[src/rtl/cal_avg_fifo_ctrl.sv]
// -----------------------------------------------------------------------------
// cal_avg_fifo_ctrl
//
// Synchronous FIFO controller for the calibrator averaging path. The averaging
// engine writes and the output packer reads. This block owns the pointers, the
// occupancy count and the status flags. It drives the write and read ports of
// the uSRAM-based RAM wrapper directly. A valid shift register realigns the
// wrapper's pipelined read data with Q_VALID.
//
// Ports
//   CLOCK        system clock, rising edge
//   RESET        asynchronous reset, active-high
//   SCLR         synchronous flush: pointers, COUNT and in-flight reads cleared
//   WE / DATA    write request and write word
//   RE           read request
//   Q / Q_VALID  read word (held between strobes) and its one-cycle strobe
//   FULL, EMPTY, AFULL, AEMPTY, COUNT
//                registered status, all derived from the next COUNT
//   OVERFLOW     one-cycle pulse: WE while FULL
//   UNDERFLOW    one-cycle pulse: RE while EMPTY
//   RAM_*        wrapper write/read ports (RAM_RDATA arrives RD_LAT clocks
//                after an accepted read); RAM_RESET_N = ~RESET
// -----------------------------------------------------------------------------
module cal_avg_fifo_ctrl #(
    parameter int WIDTH     = 32,
    parameter int DEPTH     = 128,
    parameter int AW        = 7,
    parameter int RD_LAT    = 2,
    parameter int AFULL_TH  = 120,
    parameter int AEMPTY_TH = 8
) (
    input  logic             CLOCK,
    input  logic             RESET,
    input  logic             SCLR,
    input  logic             WE,
    input  logic [WIDTH-1:0] DATA,
    input  logic             RE,
    output logic [WIDTH-1:0] Q,
    output logic             Q_VALID,
    output logic             FULL,
    output logic             EMPTY,
    output logic             AFULL,
    output logic             AEMPTY,
    output logic [AW:0]      COUNT,
    output logic             OVERFLOW,
    output logic             UNDERFLOW,
    output logic [AW-1:0]    RAM_WADDR,
    output logic [WIDTH-1:0] RAM_WDATA,
    output logic             RAM_WEN,
    output logic [AW-1:0]    RAM_RADDR,
    output logic             RAM_REN,
    input  logic [WIDTH-1:0] RAM_RDATA,
    output logic             RAM_RESET_N
);

    localparam logic [AW:0]   CNT_FULL   = (AW+1)'(DEPTH);
    localparam logic [AW:0]   CNT_AFULL  = (AW+1)'(AFULL_TH);
    localparam logic [AW:0]   CNT_AEMPTY = (AW+1)'(AEMPTY_TH);
    localparam logic [AW:0]   CNT_ONE    = (AW+1)'(1);
    localparam logic [AW-1:0] PTR_ONE    = AW'(1);

    logic [AW-1:0]     wptr_q, wptr_d;
    logic [AW-1:0]     rptr_q, rptr_d;
    logic [AW:0]       count_q, count_d;
    logic              full_q, empty_q, afull_q, aempty_q;
    logic              ovf_q, unf_q;
    logic [WIDTH-1:0]  q_q;
    logic              qv_q, qv_d;
    logic [RD_LAT-1:0] vld_sr_q, vld_sr_d;

    logic wr_ok;
    logic rd_ok;
    logic vld_out;

    // Accept decisions use the flags registered at the start of the cycle.
    // A flush overrides both requests, so nothing is written or read that cycle.
    assign wr_ok   = WE & ~full_q  & ~SCLR;
    assign rd_ok   = RE & ~empty_q & ~SCLR;
    assign vld_out = vld_sr_q[RD_LAT-1];

    always_comb begin
        wptr_d  = wptr_q;
        rptr_d  = rptr_q;
        count_d = count_q;
        if (SCLR) begin
            wptr_d  = '0;
            rptr_d  = '0;
            count_d = '0;
        end else begin
            if (wr_ok) wptr_d = wptr_q + PTR_ONE;
            if (rd_ok) rptr_d = rptr_q + PTR_ONE;
            case ({wr_ok, rd_ok})
                2'b10:   count_d = count_q + CNT_ONE;
                2'b01:   count_d = count_q - CNT_ONE;
                default: count_d = count_q;
            endcase
        end
    end

    // Valid shift register tracks accepted reads through the RAM pipeline.
    always_comb begin
        vld_sr_d    = '0;
        vld_sr_d[0] = rd_ok;
        for (int i = 1; i < RD_LAT; i++) begin
            vld_sr_d[i] = vld_sr_q[i-1];
        end
        if (SCLR) vld_sr_d = '0;
    end

    // Reads still in flight at a flush must not surface on Q.
    assign qv_d = vld_out & ~SCLR;

    always_ff @(posedge CLOCK or posedge RESET) begin
        if (RESET) begin
            wptr_q   <= '0;
            rptr_q   <= '0;
            count_q  <= '0;
            full_q   <= 1'b0;
            empty_q  <= 1'b1;
            afull_q  <= 1'b0;
            aempty_q <= 1'b1;
            ovf_q    <= 1'b0;
            unf_q    <= 1'b0;
            q_q      <= '0;
            qv_q     <= 1'b0;
            vld_sr_q <= '0;
        end else begin
            wptr_q   <= wptr_d;
            rptr_q   <= rptr_d;
            count_q  <= count_d;
            full_q   <= (count_d == CNT_FULL);
            empty_q  <= (count_d == '0);
            afull_q  <= (count_d >= CNT_AFULL);
            aempty_q <= (count_d <= CNT_AEMPTY);
            ovf_q    <= WE & full_q  & ~SCLR;
            unf_q    <= RE & empty_q & ~SCLR;
            vld_sr_q <= vld_sr_d;
            qv_q     <= qv_d;
            if (qv_d) q_q <= RAM_RDATA;
        end
    end

    assign RAM_WEN     = wr_ok;
    assign RAM_WADDR   = wptr_q;
    assign RAM_WDATA   = DATA;
    assign RAM_REN     = rd_ok;
    assign RAM_RADDR   = rptr_q;
    assign RAM_RESET_N = ~RESET;

    assign Q         = q_q;
    assign Q_VALID   = qv_q;
    assign FULL      = full_q;
    assign EMPTY     = empty_q;
    assign AFULL     = afull_q;
    assign AEMPTY    = aempty_q;
    assign COUNT     = count_q;
    assign OVERFLOW  = ovf_q;
    assign UNDERFLOW = unf_q;

endmodule

[config.mk]
export PLATFORM = sky130hd
export DESIGN_NAME = cal_avg_fifo_ctrl
export DESIGN_NICKNAME = d
export VERILOG_FILES = /design/src/rtl/cal_avg_fifo_ctrl.sv
export SDC_FILE = /design/constraint.sdc
export NUM_CORES = 1
export LEC_CHECK = 0
export CAP_MARGIN = 20
export CORE_UTILIZATION = 41
export CTS_BUF_LIST = sky130_fd_sc_hd__clkbuf_4 sky130_fd_sc_hd__clkbuf_8
export DETAILED_ROUTE_END_ITERATION = 16
export PLACE_DENSITY = 0.82
export SLEW_MARGIN = 25
export SYNTH_ARGS = -nofsm -noshare
export SYNTH_HDL_FRONTEND = slang
export SYNTH_SLANG_ARGS = --single-unit
export TNS_END_PERCENT = 10
[constraint.sdc]
create_clock -name CLOCK -period 3.33 [get_ports CLOCK]
set_clock_uncertainty 0.15 [all_clocks]
set_input_delay 0.666 -clock CLOCK [delete_from_list [all_inputs] [get_ports CLOCK]]
set_output_delay 0.666 -clock CLOCK [all_outputs]
set_load 0.01 [all_outputs]
# Yosys cells after proc, flatten, opt, wreduce, memory -nomap -nowiden
# Cells that the tools add are included.
dict set report op_classes {
  add_sub_neg 4
  magnitude_cmp 2
  div_mod_pow 0
  multipliers 0
  n_reduce_logical 3
  shift 0
  bitwise 13
  mux 7
  eq_ne 3
}
# op count
set ops {}
lappend ops {{2-to-1 mux 7 bit} 4}
lappend ops {{one-hot mux 8 bit (2 select lines)} 1}
lappend ops {{adder 7 x 1 -> 7 bit, second input constant} 2}
lappend ops {{AND 1 bit} 9}
lappend ops {{adder 8 x 1 -> 8 bit, second input constant} 1}
lappend ops {{== test 8 bit, second input constant} 1}
lappend ops {{greater-or-equal comparator 8 x 7 -> 1 bit, second input constant} 1}
lappend ops {{less-or-equal comparator 8 x 4 -> 1 bit, second input constant} 1}
lappend ops {{zero test 8 bit} 1}
lappend ops {{2-to-1 mux 8 bit} 1}
lappend ops {{subtractor 8 x 1 -> 8 bit, second input constant} 1}
lappend ops {{inverter 1 bit} 4}
lappend ops {{nonzero test 2 bit} 2}
lappend ops {{== test 2 x 1 -> 1 bit, second input constant} 1}
lappend ops {{== test 2 bit, second input constant} 1}
lappend ops {{2-to-1 mux 2 bit} 1}
dict set report word_totals {
  mem_count 0
  elab_cells 44
  reg_bits 63
  output_inout_bits 96
  mem_bits_ro 0
  mem_bits_rw 0
  latch_bits 0
}

# Depth between registers and ports, before layout
# Gate-level depths: netlist of the first run.
dict set report depth {
  depth_word 7
  mapped_depth 12
}

# Worst setup path before layout of the first run
# No wires, ideal clock.
dict set report synth_timing {
  kind {input to register}
  start {input port SCLR}
  end {register full_q, in the netlist FULL}
  cell_stages 12
  arrival_time_ps 2921
  required_time_ps 3092
  path_slack_ps 171
  path_buffers 1
  setup_ps 88
  path_cell_list {or3b_1 > buf_6 > clkinv_4 > nand2_4 > xnor2_1 > ha_1 > a21o_1 > and3_1 > o31a_1 > o31a_1 > nand4b_1 > nor3b_1}
}
dict set report synth_via {
  elab_chain_len 6
  word_cells_on_any_way 8
  cone_classes {eq/ne: 3; mux: 2; bitwise: 3}
}
# item line
set synth_lines {}
lappend synth_lines {{start, declared} 34} ;# input logic SCLR,
lappend synth_lines {{inverter 1 bit} {77, 78}}
lappend synth_lines {{AND 1 bit, on equally long branches} {78, 77}}
lappend synth_lines {{== test 2 x 1 -> 1 bit or == test 2 bit (tied branches)} 92} ;# case ({wr_ok, rd_ok})
lappend synth_lines {{one-hot mux 8 bit (2 select lines)} 92}
lappend synth_lines {{2-to-1 mux 8 bit *} 85} ;# if (SCLR) begin
lappend synth_lines {{== test 8 bit *} 131} ;# full_q <= (count_d == CNT_FULL);
lappend synth_lines {{end signal, assigned} 131}
lappend synth_lines {{end, declared} 65} ;# logic full_q, empty_q, afull_q, aempty_q;
# Every way passes the cells marked *; elsewhere a longest branch is shown, timed or not.
# A chain may end at the register's enable or synchronous reset.

# Worst setup path in the final report of the first run
dict set report layout_timing {
  start {input port WE}
  end {register full_q, in the netlist FULL}
}
dict set report layout_via {
  elab_chain_len 6
  word_cells_on_any_way 7
  cone_classes {eq/ne: 3; mux: 2; bitwise: 2}
}
# item line
set layout_lines {}
lappend layout_lines {{start, declared} 35} ;# input logic WE,
lappend layout_lines {{AND 1 bit * (2 in a row)} 77} ;# assign wr_ok = WE & ~full_q & ~SCLR;
lappend layout_lines {{== test 2 x 1 -> 1 bit or == test 2 bit (tied branches)} 92}
lappend layout_lines {{one-hot mux 8 bit (2 select lines) *} 92}
lappend layout_lines {{2-to-1 mux 8 bit *} 85}
lappend layout_lines {{== test 8 bit *} 131}
# Marks and branches as above.

==> run metrics, run 1 <==
status finished clean; post-synth top area share 47.42%; IO buf count 100; simple-gate area share of the yosys netlist approximately an eighth; starting density of the core between 40% and 50%; Vias/cell around 5.2; Final Max Slew Viols 0; Leak between 1.5 and 2 nW; EDFF count, synth 0; Overall Power about 0.0026 W; period utilisation layout between 90% and 100%; area delta synth->final 38.79%; Core Footprint 7408 sq um; IO Count roughly 170; combined area of the multi-input logic cells about 1300 sq um; Post-CTS Setup Inserts 0; Commonest cells post-synth dfrtp_1 (61), mux2_2 (33), buf_4 (32), nor2_1 (29), clkbuf_1 (13); post-synthesis adder-cell area fraction 1.555%; Die Y around 91 microns; Worst Setup Path Type input pin to register; register area share after synthesis 49.05%; met3 wire len ~580 microns; post-layout util roughly three fifths; Max-Cap Viols 0; max layer used met4; Fin. Hold Viols 0; Storage cell area ~1600 sq um; Synth area leaders dfrtp_1 (47%), mux2_2 (12%), buf_4 (7.5%); H-tree depth 3; DR iter-0 viols 166; setup TNS 0 ns; Pwr Density between 500 and 600 nW/um^2; placed cell areas around 4200 sq um; layout cell share with drive strength beyond 1 ~25%; Die X approximately 90 microns; largest net degree at the start of global routing 64; nature of the critical path startpoint input pin; area leader, netlist dfrtp_1; cells after synthesis between 200 and 300; # setup viols final 0; syn nets ~360; mean post-synth cell area ~11 sq um; DR WL met2 3651 microns; Final HPWL DP around 5300 microns; relative slew slack 48.34%; WHS 0.3214 ns; Vias ~2500; YS warnings 0; mux cell area share after synthesis roughly 14%; CP endpoint kind register; post-layout minimum cycle time between 3 and 4 ns; worst endpoint required time about 3.4 ns; Fmax roughly 320 MHz; Root Buffer clkbuf_8; routability cong. 0.9603; CTS buffer count 9; post-synth cell types 54; Pre-antenna DRT Iters 4; xor and xnor area share after synthesis under 10%; Post-Route WL 7639 microns; Clock Sinks between 60 and 70; top_reg_cell synth dfrtp_1; CTS tree built; first-pass GRT wire length 12250 microns; # rows 31; worst vdd ir 0.4038 mV; GRT Residual Overflow 0; number of synthesized register bits 63; vias in the first global route around 2400; Slew @ Worst Pin 0.7749 ns; WP data arrival 3.27 ns; filler cell count between 600 and 700; CTS clk-pin slew, worst paths 0.06 ns; Antenna Cells 0; RSZ-0062 raised after global routing no; largest family of logic cells by synthesized area multiplexers; cell area after synthesis approximately 3200 sq um; initial antenna violation count 0; worst skew pair latency 0.33 ns; Met1 Wirelength 3245 microns; most frequent cell after synthesis dfrtp_1; Finished Cell Area 4468 sq um; hold buffer count at CTS 0; routed wire length per instance roughly 16 microns; DRC 0; Max FO, Critical Path 6; Max clock buf depth 2; Die Area approximately 8000 sq um; Compound-Gate Fraction of Synth Area between 7 and 8%; GRT Overall Usage 18.93%; Worst Hold Class register to register; final-stage net count between 400 and 500; antenna viol nets, final 0; async set-reset flop share out of synthesis 100.0%
[flip-flops by register name, indices dropped and copies added (netlist names)]
name       flops
RAM_RADDR      7
UNDERFLOW      1
AFULL          1
vld_sr_q       2
COUNT          8
RAM_WADDR      7
FULL           1
OVERFLOW       1
Q             32
Q_VALID        1
AEMPTY         1
EMPTY          1
[what timing repair did]
| action | in CTS | in global routing |
|---|---|---|
| endpoints found under the setup margin | 4 | 4 |
| gates resized for setup | 3 | 8 |
| pin swaps | 0 | 4 |
[cell usage in the layout (no fill, tap or decap), types with 3 or more instances in the layout]
master	synthesis	final
nand3_1	7	7
a21oi_1	6	6
clkbuf_8	0	9
xnor2_1	6	6
mux2i_1	6	4
clkdlybuf4s50_1	0	98
nor3_1	3	3
buf_4	32	28
xor2_1	9	9
and3_1	4	4
nor4_1	3	3
nor2_1	29	29
mux2_2	33	33
dfrtp_1	61	61
nor2b_1	8	7
nand2_1	8	8
inv_1	9	8
clkbuf_4	0	3
[area by class of cell]
cell class,count,share of cell area [%]
Inverter,10,0.9521
Tap cell,99,2.772
Timing Repair Buffer,128,27.22
Clock buffer,12,3.276
Multi-Input combinational cell,167,29.43
Sequential cell,63,35.34
Clock inverter,3,1.008
[cells by family (layout without fill, tap and decap cells)]
family,after synthesis,in the layout
and+or+nand+nor,78,78
DFF,63,63
buffers and inverters,60,153
muxes,40,40
AOI/OAI and AO/OA,30,30
xor gates and xnor gates,15,15
adders and majority gates,4,4
[report_power, final]
part / leakage [nW] / switching, W / internal, W
Clock: 0.0929 / 0.000279 / 0.000367
Sequential: 0.820 / 0.000115 / 0.000957
Combinational: 1.09 / 0.000329 / 0.000554
Total: 2.00 / 0.000722 / 0.00188
[layer usage]
layer,track usage [%],vias up
met5,0,-
met4,9.140,0
met3,5.808,23
met2,28.85,104
met1,24.43,1217
li1,-,1141
[critical path, stage by stage]
cell and delay [ns]:
clkdlybuf4s50_1 0.47, nor2b_1 0.20, nand2_1 0.12, ha_2 0.24
buf_4 0.14, a21o_1 0.18, and3_1 0.20, o31a_1 0.30
o31a_1 0.29, nand4b_1 0.24, nor3b_2 0.22
[final timing paths]
path | to | startpoint | slack, ns | cells past startpoint
max | FULL | WE | 0.16 | 11
min | vld_sr_q[1] | vld_sr_q[0] | 0.32 | 1
max reg2reg | FULL | EMPTY | 0.40 | 11
min reg2reg | vld_sr_q[1] | vld_sr_q[0] | 0.32 | 1
max in group asynchronous | COUNT[6] | RESET | 1.75 | 3
min in group asynchronous | RAM_RADDR[0] | RESET | 0.76 | 3
[stage by stage]
step                      std cells  setup slack, ns
final                           482           0.1555
after global routing            482          0.01913
after CTS                       482         0.005169
after detailed placement        467          -0.4146
after global placement          467          -0.3205
after floorplan                 290           0.1708
(Power assumes the default switching activity.)
==> inputs of run 2 (changes only) <==
--- a/config.mk
+++ b/config.mk
@@ -6,9 +6,11 @@
 export NUM_CORES = 1
 export LEC_CHECK = 0
 export CAP_MARGIN = 20
+export CORE_ASPECT_RATIO = 1.75
 export CORE_UTILIZATION = 41
 export CTS_BUF_LIST = sky130_fd_sc_hd__clkbuf_4 sky130_fd_sc_hd__clkbuf_8
 export DETAILED_ROUTE_END_ITERATION = 16
+export MAX_ROUTING_LAYER = met4
 export PLACE_DENSITY = 0.82
 export SLEW_MARGIN = 25
 export SYNTH_ARGS = -nofsm -noshare
==> run 2 against run 1 <==
  * Critical path depth unchanged
  * Power increased by 6.7%
  * Final cell count decreased by 2.7%
  * Core utilization decreased by 0.67 points
  * Count of clock-buffer cells in the layout decreased by 1
  * Sequential share of layout area decreased by 0.35 points
  * Global-route usage increased by 3.0 points
  * Die area increased by 0.17%
  * Largest cell class unchanged
  * Largest power group unchanged
==> run metrics, run 2 (synthesized netlist as in run 1, its figures left out) <==
routed wire length per instance 17.28 microns (+9.1%); Die Area 8224 sq um (+0.17%); Max clock buf depth 2 (unchanged); length in cells of the worst reg-to-reg path 11 (unchanged); post-layout minimum cycle time 3.132 ns (-0.04229 ns); DR iter-0 viols 121 (-27%); Final Max Slew Viols 0 (unchanged); Reg2Reg Launch Point EMPTY; CTS buffer count 9 (unchanged); most frequent cells in the layout clkdlybuf4s50_1 (98), dfrtp_1 (61), mux2_2 (33); vias in the first global route 2496 (+2.5%); CP endpoint kind register; nature of the critical path startpoint input pin; fin cells 469 (-2.7%); area delta synth->final 40.19%; Die Y 119.2 microns (+32%); initial antenna violation count 0 (unchanged); WHS 0.3193 ns (-0.002154 ns); period utilisation layout 94.06% (-1.3 points); starting density of the core 42.54% (-0.91 points); CP Launch Point WE; r2r setup slk 0.44 ns (+0.04 ns); Pre-antenna DRT Iters 4 (unchanged); IO buf count 100 (unchanged); Pwr Density 614.6 nW/um^2 (+5.6%); Post-Route WL 8106 microns (+6.1%); Die X 68.99 microns (-24%); commonest non-fill, non-tap cell in the layout clkdlybuf4s50_1; status finished clean; NetSw 0.0007524 W (+4.2%); Leak 2.026 nW (+1.3%); max reg flops 32 (unchanged); hold_sp vld_sr_q[0]; global route hottest layer met2; hold buffer count at CTS 0 (unchanged); met3 Use GR 5.077% (-0.73 points); layout cell share with drive strength beyond 1 24.93% (+0.13 points); worst vdd ir 0.3136 mV (-22%); first-pass GRT wire length 12610 microns (+2.9%); Clock power frac 29.7% (+4.9 points); Final HPWL DP 5813 microns (+10%); Reg power frac 38.5% (-2.7 points); Vias 2484 (-0.040%); Worst Setup Path Type input pin to register; Gate power share 31.8% (-2.2 points); GRT Overall Usage 21.95% (+3.0 points); antenna viol nets, final 0 (unchanged); IO Count 165 (unchanged); P_int 0.002022 W (+7.6%); Fmax 319.3 MHz (+1.4%); Fin. Hold Viols 0 (unchanged); CTS clk-pin slew, worst paths 0.07 ns (about the same); relative slew slack 47.83% (-0.51 points); GRT Residual Overflow 0 (unchanged); routability cong. 0.8906 (-7.3%); Clock Sinks 63 (unchanged); # setup viols final 0 (unchanged); Root Buffer clkbuf_8; Worst Hold Class register to register; final-stage net count 449 (-0.66%); worst skew pair latency 0.35 ns (+0.02 ns); M1 GR Usage 22.26% (-2.2 points); Vias/cell 5.296 (+2.7%); WP data arrival 3.25 ns (-0.02 ns); worst endpoint required time 3.45 ns (+0.02 ns); Switching Share 27.12% (-0.64 points); # rows 42 (+35%); dpl cells 452 (-3.2%); CTS tree built; met2 Usage GRT 36.53% (+7.7 points); filler cell count 651 (+6.2%); DRC 0 (unchanged); Slew @ Worst Pin 0.7826 ns (+0.007653 ns); Worst Hold Depth 1 (unchanged); Reg2Reg Capture Point FULL; Antenna Cells 0 (unchanged); H-tree depth 3 (unchanged); RSZ-0062 raised after global routing no; Core Footprint 7567 sq um (+2.1%); largest net degree at the start of global routing 64 (unchanged); WHS Endpoint vld_sr_q[1]; Max-Cap Viols 0 (unchanged); Max FO, Critical Path 5 (-1)
-- run 2: changes by cell type in the layout (fill, tap and decap cells not counted), sizes merged --
cell      delta
bufinv       +2
buf          -3
clkinv       +1
clkinvlp     -1
clkbuf       -1
-- run 2: how the worst max path moves through the flow --
stage	endpoint	slack, ns	cells after the start
5_1_grt	FULL	0.08	12
3_5_place_dp	FULL	-0.41	13
6_report	FULL	0.20	11
3_3_place_gp	AEMPTY	-0.33	12
2_1_floorplan	FULL	0.17	12
4_1_cts	AFULL	0.008	11
-- run 2: what timing repair did --
item                                    CTS  global route
endpoints found under the hold margin     0             0
pin swaps                                 1             5
resized for setup                         8             6
endpoints found under the setup margin    4             4
setup buffers                             0             1
-- run 2: final cells by class --
cell class	count	area (sq um)	area share (%)
tap	88	110.1	2.440
inverter	10	42.54	0.9426
timing repair buffer	125	1194	26.45
multi-input combinational	167	1343	29.75
sequential	63	1579	34.99
clock inverter	5	106.4	2.357
clock buffer	11	138.9	3.077
-- run 2: power groups by stage --
stage	registers [W]	clock network, W	logic, W
final	0.00107	0.000824	0.000881
after global routing	0.00110	0.000872	0.000943
after CTS	0.00107	0.000836	0.000887
after detailed placement	0.00109	0	0.000878
after global placement	0.00107	0	0.000863
after floorplan	0.00116	0	0.000321
-- run 2: per-stage QoR --
step / util (%) / power, W / cell area [sq um] / setup WS (ns) / TNS (ns)
final: 59.64 / 0.002774 / 4513 / 0.1978 / 0
after global routing: 59.64 / 0.002916 / 4513 / 0.07876 / 0
after CTS: 59.11 / 0.002794 / 4473 / 0.008333 / 0
after detailed placement: 55.42 / 0.001964 / 4194 / -0.4133 / -2.109
after global placement: 55.42 / 0.001933 / 4194 / -0.3311 / -1.691
after floorplan: - / 0.001476 / 3219 / 0.1708 / 0
-- run 2: worst max-delay path: stages --
cell	delay, ns
clkdlybuf4s50_1	0.49
nor2b_1	0.18
nand2_1	0.15
ha_4	0.21
buf_4	0.13
a21o_1	0.18
and3_1	0.20
o31a_1	0.29
o31a_1	0.32
nand4b_1	0.23
nor3b_2	0.21
-- run 2: routing by layer --
| layer | vias to the layer above | wire, microns |
|---|---|---|
| li1 | 1143 | - |
| met1 | 1191 | 2753 |
| met2 | 113 | 4438 |
| met3 | 37 | 552 |
| met4 | 0 | 363 |
| met5 | - | 0 |
==> RTL edit 1, RTL diff (settings of run 1) <==
Set the parameter `WIDTH` to 16 (it was 32).
--- a/src/rtl/cal_avg_fifo_ctrl.sv
+++ b/src/rtl/cal_avg_fifo_ctrl.sv
@@ -23,5 +23,5 @@
 // -----------------------------------------------------------------------------
 module cal_avg_fifo_ctrl #(
-    parameter int WIDTH     = 32,
+    parameter int WIDTH     = 16,
     parameter int DEPTH     = 128,
     parameter int AW        = 7,
Ports: changed (resized DATA, Q, RAM_RDATA and RAM_WDATA); port bits go from 165 to 101. No check against the original RTL was run, so the function may have changed too.
==> RTL edit 1 against run 1 <==
Combinational power down 29%. Critical path depth unchanged. Sequential cell count is 16 lower. Highest routed layer unchanged. Wire length fell by 23%. Via count fell by 19%. Worst setup slack better by 0.12 ns. Non-clock buffer count is 35 lower. Cell count down 21%. Cell area is 23% lower. Power is 30% lower. First-iteration DRC count decreased by 37%. Synthesized area down 21%.
==> RTL edit 1: results (changes against run 1) <==
* P_clk at 0.422 mW (-35%)
* Placed insts at 373 (-20%)
* CTS H-tree depth at 2 (-1)
* Power Dens Cells at 528 nW/um2 (-9.3%)
* Buffers on Ports at 68 (-32%)
* Tap cells at 75 (-24%)
* Cell-internal power at 1.30 mW (-31%)
* Peak supply drop at 323 uV (-20%)
* Max FFs per register at 16 (-50%)
* # clock sinks at 47 (-25%)
* Initial drt markers at 105 (-37%)
* Worst skew pair latency at 0.30 ns (-0.03 ns)
* Status: finished, final reports clean
* Compound-Gate Fraction of Synth Area at 12.9% (+5.5 points)
* Largest net degree at the start of global routing at 48 (-25%)
* CTS Buf Count at 5 (-4)
* Layout Nets at 347 (-23%)
* P_seq at 0.767 mW (-28%)
* Post-synthesis xor/xnor area fraction at 5.89% (+1.8 points)
* First-pass GRT wire length at 9330 um (-24%)
* Syn avg cell area at 10.6 um2 (-4.2%)
* #MultiIn Comb at 151 (-9.6%)
* Multi-input combinational area share at 33.2% (+3.7 points)
* Syn Nets at 279 (-23%)
* Clock buffers at 7 (-5)
* Post-Place Worst Slack at -0.254 ns (+0.161 ns)
* Placed standard-cell area at 3290 um2 (-22%)
* Final hold slack at 0.324 ns (+0.00261 ns)
* Sequential Area at 1180 um2 (-25%)
* R2R Setup Slk at 0.49 ns (+0.09 ns)
* Worst slew pin tran at 0.574 ns (-0.201 ns)
* Adder-cell share of the synthesized area at 1.98% (+0.42 points)
* Bufs w/o clock at 93 (-27%)
* Clk tree area frac at 3.32% (-0.97 points)
* Total GRT Usage at 18.9% (-0.032 points)
* Top post-synthesis cells by area: dfrtp_1 45%, mux2_2 7.1%, buf_4 4.7%
* Worst stage delay on the critical path at 0.49 ns (+0.02 ns)
## RTL edit 1: layer usage
metal  global-route usage [%]  wire length [um]  vias to the layer above
met5                        0                 0                        -
met3                     4.20               349                        7
met4                     5.36                64                        0
li1                         -                 -                      960
met2                     30.4              2890                       72
met1                     25.4              2560                      983
## RTL edit 1: path summary, 6_finish.rpt
path	startpoint	depth (start not counted)	endpoint
setup / recovery	WE	11	EMPTY
hold / removal	vld_sr_q[0]	1	vld_sr_q[1]
setup reg to reg	EMPTY	11	EMPTY
hold reg to reg	vld_sr_q[0]	1	vld_sr_q[1]
max in group asynchronous	RESET	3	COUNT[1]
min in group asynchronous	RESET	3	RAM_WADDR[2]
## RTL edit 1: timing repair
| action | 4_1_cts | 5_1_grt |
|---|---|---|
| gates resized for setup | 0 | 7 |
| setup endpoints to repair | 0 | 4 |
| buffers inserted | 0 | 1 |
| hold buffers | 0 | 0 |
==> RTL edit 2, RTL diff (config.mk and constraints of run 1) <==
Made on the original files. Register the output `OVERFLOW` once more, with the module's reset; this adds one clock of latency there. The other outputs are not delayed to match. Comments in the files are not updated.
--- a/src/rtl/cal_avg_fifo_ctrl.sv
+++ b/src/rtl/cal_avg_fifo_ctrl.sv
@@ -155,5 +155,11 @@
     assign AEMPTY    = aempty_q;
     assign COUNT     = count_q;
-    assign OVERFLOW  = ovf_q;
+    always_ff @(posedge CLOCK or posedge RESET) begin
+        if (RESET) begin
+            OVERFLOW <= '0;
+        end else begin
+            OVERFLOW <= ovf_q;
+        end
+    end
     assign UNDERFLOW = unf_q;
 
Behaviour: no difference found for any inputs over 10 cycles, from zero or initial values and one cycle with RESET high; that may be too few to reach the edited logic, so the function may still have changed.
==> RTL edit 2 against run 1 <==
Power decreased by 6.1%. Cell area increased by 0.48%. Sequential share of layout area increased by 0.39 points. Wire length decreased by 5.6%. Global-route usage decreased by 1.2 points. Core utilization decreased by 2.2 points. Synthesized area increased by 1.3%. Hold slack got worse by 0.12 ns. Largest cell class unchanged. Fmax about the same. Worst setup slack improved by 0.0016 ns. Sequential cell count increased by 1.
==> RTL edit 2: results (changes against run 1) <==
* Status: finished, final reports clean
* Initial drt markers at 164 (-1.2%)
* Wl on met1 at 3010 um (-7.1%)
* Placed standard-cell area at 4230 um2 (-0.27%)
* Register area share after synthesis at 49.2% (+0.13 points)
* Hold Crit Depth at 0 (-1)
* Vias/cell at 5.02 (-2.7%)
* Crit-path max FO at 8 (+2)
* Leak Pwr at 1.94 nW (-2.8%)
* Detailed placement HPWL at 5180 um (-1.7%)
* WL per Instance at 15.1 um (-4.8%)
* P_sw at 0.673 mW (-6.7%)
* Worst R2R End: EMPTY
* Top post-synthesis cells by area: dfrtp_1 48%, mux2_2 11%, buf_4 7.4%
* Vias in the first global route at 2369 (-2.7%)
* Layout Nets at 444 (-1.8%)
* Final Non-Filler Cells at 478 (-0.83%)
* Peak supply drop at 392 uV (-3.0%)
* Total GRT Usage at 17.7% (-1.2 points)
* Slew HR at 47.5% (-0.87 points)
* Hold Crit Endpoint: OVERFLOW
* Largest net degree at the start of global routing at 65 (+1.6%)
* Syn Nets at 358 (-1.4%)
* Most frequent cells after synthesis: 62 x dfrtp_1, 33 x mux2_2, 32 x buf_4
* Share of cells above drive strength 1 at 24.5% (-0.34 points)
* GP Congestion at 0.884 (-7.9%)
RTL edit 2: how the worst max path moves through the flow:
stage / startpoint / endpoint / slack, ns
final: WE / EMPTY / 0.16
after global routing: WE / EMPTY / -0.06
after CTS: RE / FULL / 0.003
after detailed placement: RE / FULL / -0.51
after global placement: RE / FULL / -0.41
after floorplan: SCLR / FULL / 0.14
RTL edit 2: repair_timing:
| action | 4_1_cts | 5_1_grt |
|---|---|---|
| pin swaps | 2 | 7 |
| resized for setup | 3 | 9 |
| buffers inserted | 1 | 2 |
| endpoints found under the setup margin | 4 | 4 |
| endpoints found under the hold margin | 0 | 0 |
RTL edit 2: layer usage:
layer,vias to the layer above,track usage [%]
li1,1119,-
met1,1153,23.0
met2,104,27.7
met3,22,5.53
met4,0,7.01
met5,-,0
RTL edit 2: cell type report:
cell class                      count  area [um2]  area share [%]
Clock buffer                       10         131            2.93
Clock inverter                      6        60.1            1.34
Inverter                            8        42.5           0.948
Multi-Input combinational cell    164        1330            29.6
Sequential cell                    64        1600            35.7
Tap cell                          102         128            2.84
Timing Repair Buffer              124        1190            26.6
RTL edit 2: through the flow:
| step | utilization, % | total power [mW] |
|---|---|---|
| 6_report | 58.1 | 2.44 |
| 5_1_grt | 58.1 | 2.56 |
| 4_1_cts | 57.4 | 2.47 |
| 3_5_place_dp | 54.7 | 1.81 |
| 3_3_place_gp | 54.7 | 1.79 |
| 2_1_floorplan | - | 1.40 |
RTL edit 2: cells by family (layout without fill, tap and decap cells):
family	Yosys count	after routing	synth area share, %
AOI/OAI and AO/OA	28	28	7.52
xor gates and xnor gates	17	17	4.56
adders and majority gates	4	4	1.53
buffers and inverters	57	148	11.2
DFF	64	64	49.2
muxes	39	39	13.4
and+or+nand+nor	76	76	12.6
RTL edit 2: worst register-to-register path: cells and delay by family (launching register included):
family / cells / cell delay, ns
AO/OA/AOI/OAI: 1 / 0.06
adder cells (fa/ha/maj): 1 / 0.19
buffers and inverters: 4 / 0.51
flip-flops: 1 / 0.58
multiplexers: 2 / 0.48
AND/OR/NAND/NOR: 3 / 0.89
RTL edit 2: power by group through the flow:
stage               logic, mW  registers [mW]  clock network, mW
floorplan               0.285            1.11                  0
global placement        0.742            1.04                  0
detailed placement      0.759            1.05                  0
CTS                     0.765            1.04              0.662
global route            0.807            1.06              0.691
finish                  0.761            1.04              0.641
